**src/rtl/popcount_seq_if.sv**
```systemverilog
// Handshake and result bundle for popcount_seq; the block takes the slave
// modport, a driver or bench takes the master modport.
interface popcount_seq_if #(
    parameter int WORDLEN = 32,
    parameter int ACCLEN  = 16
);
    localparam int CW = $clog2(WORDLEN + 1);

    logic [WORDLEN-1:0] word_i;
    logic               valid_i;
    logic               ready_o;
    logic               accum_i;
    logic               clear_i;
    logic [CW-1:0]      count_o;
    logic [ACCLEN-1:0]  total_o;
    logic               valid_o;
    logic               sat_o;
    logic [1:0]         state_o;

    modport slave (
        input  word_i, valid_i, accum_i, clear_i,
        output ready_o, count_o, total_o, valid_o, sat_o, state_o
    );

    modport master (
        output word_i, valid_i, accum_i, clear_i,
        input  ready_o, count_o, total_o, valid_o, sat_o, state_o
    );
endinterface

```
**src/rtl/popcount_seq.sv**
```systemverilog
// Sequential population counter: counts CHUNK bits per cycle of a WORDLEN-bit
// word and keeps a saturating running total across words.
module popcount_seq #(
    parameter int WORDLEN = 32,
    parameter int CHUNK   = 8,
    parameter int ACCLEN  = 16
) (
    input  logic          clk_i,
    input  logic          rst_i,
    popcount_seq_if.slave bus
);
    localparam int NCH = WORDLEN / CHUNK;
    localparam int CW  = $clog2(WORDLEN + 1);
    localparam int IW  = (NCH > 1) ? $clog2(NCH) : 1;

    typedef enum logic [1:0] {
        S_IDLE  = 2'd0,
        S_COUNT = 2'd1,
        S_DONE  = 2'd2
    } state_t;

    state_t             r_state;
    state_t             w_state_nx;
    logic [WORDLEN-1:0] r_word_sr;
    logic               r_accum;
    logic [CW-1:0]      r_partial;
    logic [IW-1:0]      r_idx;
    logic [CW-1:0]      r_count;
    logic [ACCLEN-1:0]  r_total;
    logic               r_sat;

    logic               w_ready;
    logic               w_fire;
    logic               w_last;
    logic               w_complete;
    logic [CW-1:0]      w_chunk_pop;
    logic [CW-1:0]      w_final;
    logic [ACCLEN-1:0]  w_base_total;
    logic               w_base_sat;
    logic [ACCLEN:0]    w_sum;
    logic [ACCLEN-1:0]  w_total_nx;
    logic               w_sat_nx;

    // Handshake: a word transfers on any rising edge where valid_i && ready_o;
    // ready_o depends on state only, so valid_i never loops back into it.
    assign w_ready    = (r_state != S_COUNT);
    assign w_fire     = bus.valid_i && w_ready;
    assign w_last     = (r_idx == IW'(NCH - 1));
    assign w_complete = (r_state == S_COUNT) && w_last;
    assign w_final    = r_partial + w_chunk_pop;

    always_comb begin
        w_chunk_pop = '0;
        for (int i = 0; i < CHUNK; i++) begin
            w_chunk_pop = w_chunk_pop + CW'(r_word_sr[i]);
        end
    end

    // Clear is folded into the base value so that it takes effect before a
    // completion landing in the same cycle.
    always_comb begin
        w_base_total = bus.clear_i ? '0 : r_total;
        w_base_sat   = bus.clear_i ? 1'b0 : r_sat;
        w_sum        = {1'b0, w_base_total} + {1'b0, ACCLEN'(w_final)};
        w_total_nx   = w_base_total;
        w_sat_nx     = w_base_sat;
        if (w_complete) begin
            if (!r_accum) begin
                w_total_nx = ACCLEN'(w_final);
                w_sat_nx   = 1'b0;
            end else if (w_sum[ACCLEN]) begin
                w_total_nx = '1;
                w_sat_nx   = 1'b1;
            end else begin
                w_total_nx = w_sum[ACCLEN-1:0];
            end
        end
    end

    always_comb begin
        w_state_nx = r_state;
        case (r_state)
            S_IDLE:  if (w_fire) w_state_nx = S_COUNT;
            S_COUNT: if (w_last) w_state_nx = S_DONE;
            S_DONE:  w_state_nx = w_fire ? S_COUNT : S_IDLE;
            default: w_state_nx = S_IDLE;
        endcase
    end

    always_ff @(posedge clk_i) begin
        if (rst_i) begin
            r_state <= S_IDLE;
        end else begin
            r_state <= w_state_nx;
        end
    end

    always_ff @(posedge clk_i) begin
        if (rst_i) begin
            r_word_sr <= '0;
            r_accum   <= 1'b0;
            r_partial <= '0;
            r_idx     <= '0;
            r_count   <= '0;
            r_total   <= '0;
            r_sat     <= 1'b0;
        end else begin
            r_total <= w_total_nx;
            r_sat   <= w_sat_nx;
            if (w_fire) begin
                r_word_sr <= bus.word_i;
                r_accum   <= bus.accum_i;
                r_partial <= '0;
                r_idx     <= '0;
            end else if (r_state == S_COUNT) begin
                r_partial <= w_final;
                r_word_sr <= r_word_sr >> CHUNK;
                r_idx     <= r_idx + 1'b1;
                if (w_last) begin
                    r_count <= w_final;
                end
            end
        end
    end

    assign bus.ready_o = w_ready;
    assign bus.valid_o = (r_state == S_DONE);
    assign bus.count_o = r_count;
    assign bus.total_o = r_total;
    assign bus.sat_o   = r_sat;
    assign bus.state_o = r_state;
endmodule

```
**src/flat_wrapper.sv**
```systemverilog
// flat-port wrapper written by rule: the top's interface ports become plain ports
module popcount_seq_flat 
#(
    parameter int WORDLEN = 32,
    parameter int CHUNK   = 8,
    parameter int ACCLEN  = 16
)
  (clk_i, rst_i, bus_word_i, bus_valid_i, bus_accum_i, bus_clear_i, bus_ready_o, bus_count_o, bus_total_o, bus_valid_o, bus_sat_o, bus_state_o);
  popcount_seq_if #(.WORDLEN(WORDLEN), .ACCLEN(ACCLEN)) bus_i ();
  input  logic clk_i;
  input  logic rst_i;
  input wire logic [$bits(bus_i.word_i)-1:0] bus_word_i;
  input wire logic [$bits(bus_i.valid_i)-1:0] bus_valid_i;
  input wire logic [$bits(bus_i.accum_i)-1:0] bus_accum_i;
  input wire logic [$bits(bus_i.clear_i)-1:0] bus_clear_i;
  output wire logic [$bits(bus_i.ready_o)-1:0] bus_ready_o;
  output wire logic [$bits(bus_i.count_o)-1:0] bus_count_o;
  output wire logic [$bits(bus_i.total_o)-1:0] bus_total_o;
  output wire logic [$bits(bus_i.valid_o)-1:0] bus_valid_o;
  output wire logic [$bits(bus_i.sat_o)-1:0] bus_sat_o;
  output wire logic [$bits(bus_i.state_o)-1:0] bus_state_o;
  assign bus_i.word_i = bus_word_i;
  assign bus_i.valid_i = bus_valid_i;
  assign bus_i.accum_i = bus_accum_i;
  assign bus_i.clear_i = bus_clear_i;
  assign bus_ready_o = bus_i.ready_o;
  assign bus_count_o = bus_i.count_o;
  assign bus_total_o = bus_i.total_o;
  assign bus_valid_o = bus_i.valid_o;
  assign bus_sat_o = bus_i.sat_o;
  assign bus_state_o = bus_i.state_o;
  popcount_seq #(.WORDLEN(WORDLEN), .CHUNK(CHUNK), .ACCLEN(ACCLEN)) u_core (.clk_i(clk_i), .rst_i(rst_i), .bus(bus_i));
endmodule
```
**config.mk**
```make
export PLATFORM = sky130hd
export DESIGN_NAME = popcount_seq_flat
export DESIGN_NICKNAME = d
export VERILOG_FILES = /design/src/rtl/popcount_seq_if.sv /design/src/rtl/popcount_seq.sv /design/src/flat_wrapper.sv
export SDC_FILE = /design/constraint.sdc
export NUM_CORES = 1
export LEC_CHECK = 0
export CAP_MARGIN = 20
export CORE_ASPECT_RATIO = 0.5
export CORE_MARGIN = 2
export CORE_UTILIZATION = 40
export CTS_CLUSTER_SIZE = 12
export DETAILED_ROUTE_END_ITERATION = 6
export PLACE_DENSITY = 0.66
export REMOVE_ABC_BUFFERS = 1
export SETUP_SLACK_MARGIN = 0.3
export SYNTH_ARGS = -nofsm -noshare
export SYNTH_HDL_FRONTEND = slang
export SYNTH_SLANG_ARGS = --single-unit
```
**constraint.sdc**
```tcl
create_clock -name clk_i -period 11.1 [get_ports clk_i]
set_clock_uncertainty 0.05 [all_clocks]
set_input_delay 1.11 -clock clk_i [delete_from_list [all_inputs] [get_ports clk_i]]
set_output_delay 1.11 -clock clk_i [all_outputs]
set_load 0.01 [all_outputs]
```
==> flow_metrics.py <==
metrics = {
    "drt": {
        "remaining_drc_errors": 0,
        "wl_per_cell_um": 14.3,
        "vias": 3137,
        "avgViaCountPerCell": 5.32,
        "ant_nets": 0,
        "wirelength_um": 8450,
        "drt-initial-drc-count": 233,
        "first_pass_iters": 4,
    },
    "synthesis": {
        "synth_area_leaders": "dfxtp_1 (36%), mux2i_1 (8.6%), ha_1 (6.4%)",
        "ys_types": 68,
        "synth_area_sq_mm": 0.00372,
        "yosysWarnings": 0,
        "ys_seq_area_frac": 0.355,
        "async_flop_share": 0,
        "syn_avg_cell_area_sq_um": 8.94,
        "ys.flop_type": "dfxtp_1",
        "synth-seq-cells": 66,
        "yosys.area.top_type_share": 0.355,
        "synth_top_cell_by_area": "dfxtp_1",
        "synth_edf_count": 0,
        "syn_inst": 416,
    },
    "finish": {
        "seqCellArea_sq_mm": 0.00132,
        "multi_input_area_sq_mm": 0.00219,
        "syn2layout_area_growth_pct": 26.6,
        "mostFrequentLayoutCells": "dfxtp_1 (66), clkdlybuf4s50_1 (61), nor2_1 (51)",
        "drive_gt1_frac": 0.0867,
        "fin_nets": 529,
        "post-route-util": 0.532,
        "antenna_cells": 0,
        "design_area_sq_mm": 0.00471,
        "nFillCells": 841,
        "final_common_cell": "dfxtp_1",
    },
    "worst_setup_path": {
        "end_kind": "flop",
        "worstPathArrival_ns": 5.13,
        "timing.rr.start": "u_core.r_word_sr[0]$_SDFFE_PP0P_",
        "cp.required_ns": 11.31,
        "reg2reg_depth": 18,
        "crit_path_start_kind": "flop",
        "worstPathMaxFanout": 7,
        "reg2reg_setup_slack_ns": 6.17,
        "reg2reg_to": "u_core.bus.total_o[6]$_SDFF_PP0_",
        "critical_path_class": "flop to flop",
    },
    "timing": {
        "rsz0062_at_grt": "no",
        "slew_viol_final": 0,
        "max-slew-margin-rel": 0.323,
        "setup_viol": 0,
        "fin_crit_sh": 0.444,
        "period_needed_ns": 4.93,
        "tightest_slew_ns": 1.02,
        "finalSetupTns_ns": 0,
        "hold_viol_final": 0,
        "fmax_mhz": 203,
    },
    "placement": {
        "gp_congestion": 0.789,
        "dp_hpwl_um": 5870,
        "io_buffer_count": 63,
        "post_dp_cell_area_sq_mm": 0.00438,
    },
    "pwr": {
        "p_comb_frac": 0.183,
        "vdd_drop_max_uv": 93.0,
        "clockPowerShare": 0.446,
        "switching_share": 0.271,
        "p_seq_frac": 0.371,
        "leakage_nw": 1.93,
        "net-switching-power_w": 0.000189,
        "powerDensity_mw_per_mm2": 148,
        "power.total_w": 0.000695,
        "intPower_w": 0.000506,
    },
    "cts": {
        "clk_latency_ns": 0.34,
        "cts_buffer_depth": 2,
        "holdBufCountCts": 0,
        "cts-root-buf": "clkbuf_16",
        "cts_tree": "done",
        "path_clk_slew_ns": 0.06,
        "cts.sinks": 66,
        "post_cts_buffers": 0,
        "cts_buffers": 9,
        "post_cts_resized": 0,
        "h-tree-depth": 3,
    },
    "floorplan": {
        "rows": 24,
        "die_y_um": 72.2,
        "io_pins": 64,
        "initial_core_util": 0.420,
        "die_w_um": 140,
        "coreArea_sq_mm": 0.00886,
        "die-area_sq_mm": 0.0101,
    },
    "global_route": {
        "grt_pass1_wl_um": 14500,
        "grt_pass1_vias": 2979,
        "grt_usage": 0.180,
        "grt_max_degree": 61,
        "antenna_found_initial": 0,
        "grt.overflow.total": 0,
    },
    "status": {
        "outcome": "completed",
    },
    "min_path": {
        "hold_start": "u_core.bus.count_o[4]$_SDFFE_PP0P_",
        "hp-class": "flop to flop",
        "holdPathStages": 2,
        "min_to": "u_core.bus.count_o[4]$_SDFFE_PP0P_",
    },
    "job": {
        "cap_violations": 0,
    },
}
-- metal layers --
layer | part of all wire | global-route usage
met3 | 0.073 | 0.0647
met2 | 0.44 | 0.284
met1 | 0.48 | 0.236
met5 | 0 | 0
met4 | 0.0099 | 0.0539
-- logic make-up (layout without fill, tap and decap cells) --
family          Yosys count  after routing  share of synthesized area
xor+xnor                  6              6                     0.0141
mux                      33             33                     0.0891
fa+ha+maj                24             24                     0.0908
flops                    66             66                      0.355
compound gates           96             96                      0.199
simple gates            142            142                      0.194
buf+inv                  49            106                     0.0575
-- worst max path at each step --
stage / end / cells past startpoint / startpoint / slack [ns]
2_1_floorplan: u_core.bus.total_o[9]$_SDFF_PP0_ / 18 / u_core.r_word_sr[0]$_SDFFE_PP0P_ / 6.45
3_3_place_gp: u_core.bus.total_o[12]$_SDFF_PP0_ / 18 / u_core.r_word_sr[0]$_SDFFE_PP0P_ / 6.27
3_5_place_dp: u_core.bus.total_o[12]$_SDFF_PP0_ / 18 / u_core.r_word_sr[0]$_SDFFE_PP0P_ / 6.18
4_1_cts: u_core.bus.total_o[6]$_SDFF_PP0_ / 18 / u_core.r_word_sr[0]$_SDFFE_PP0P_ / 6.17
5_1_grt: u_core.bus.total_o[4]$_SDFF_PP0_ / 18 / u_core.r_word_sr[0]$_SDFFE_PP0P_ / 5.84
6_report: u_core.bus.total_o[6]$_SDFF_PP0_ / 18 / u_core.r_word_sr[0]$_SDFFE_PP0P_ / 6.17
-- flip-flops by register name (all words and copies together), names as in the netlist --
signal / count
u_core.r_idx: 2
u_core.bus.sat_o: 1
u_core.bus.count_o: 6
u_core.r_accum: 1
u_core.bus.total_o: 16
u_core.bus.state_o: 2
u_core.r_partial: 6
u_core.r_word_sr: 32
-- power groups by stage --
stage                     Combinational (W)  Clock, W  Sequential, W
final                              0.000127  0.000310       0.000258
after global routing               0.000143  0.000326       0.000259
after CTS                          0.000128  0.000316       0.000258
after detailed placement           0.000127         0       0.000263
after global placement             0.000126         0       0.000262
after floorplan                   0.0000864         0       0.000261
-- worst max-delay path: stages (launching register included) --
cell and delay, ns:
dfxtp_1 0.31, ha_1 0.28, inv_1 0.06, fa_1 0.42, fa_1 0.50, fa_1 0.40
inv_1 0.06, ha_1 0.17, inv_1 0.06, fa_1 0.39, nand2b_1 0.16, a21oi_1 0.16
xnor2_1 0.24, ha_1 0.43, a21o_4 0.30, a21oi_4 0.25, nand2_2 0.12, a41o_1 0.27
a211oi_2 0.20
-- final cells by class --
type,instances,share of cell area
inverter,25,0.0199
tap,117,0.0311
multi-input combinational,301,0.464
timing repair buffer,65,0.135
clock buffer,9,0.0478
sequential,66,0.280
clock inverter,7,0.0218
-- metrics by stage --
| stage | setup slack, ns | std cells | hold slack [ns] |
|---|---|---|---|
| detailed placement | 6.18 | 574 | 0.399 |
| global placement | 6.27 | 574 | 0.397 |
| floorplan | 6.45 | 392 | 0.392 |
| CTS | 6.17 | 590 | 0.407 |
| finish | 6.17 | 590 | 0.401 |
| global route | 5.84 | 590 | 0.438 |
-- synthesized netlist by cell type, types with 2 or more instances --
library cell	n
nand2_1	29
a21oi_4	2
and3_1	2
inv_1	23
clkbuf_1	13
and4b_1	3
buf_4	2
a21oi_2	2
nand3_1	13
o21ai_0	4
nor4_1	4
nand2b_1	5
buf_2	5
or2_2	2
a211oi_1	29
nand4_1	2
o2111ai_1	4
and2b_1	4
a211oi_2	2
nand3b_1	2
a21o_1	3
nor3_1	7
o22ai_1	4
ha_1	19
a31oi_1	3
o211ai_1	2
a21oi_1	24
fa_1	5
buf_6	2
clkinv_1	2
mux2i_1	32
or4_1	2
dfxtp_1	66
nor2b_1	4
xnor2_1	6
nor2_1	51
No activity file was read; power rests on OpenSTA's default activity.
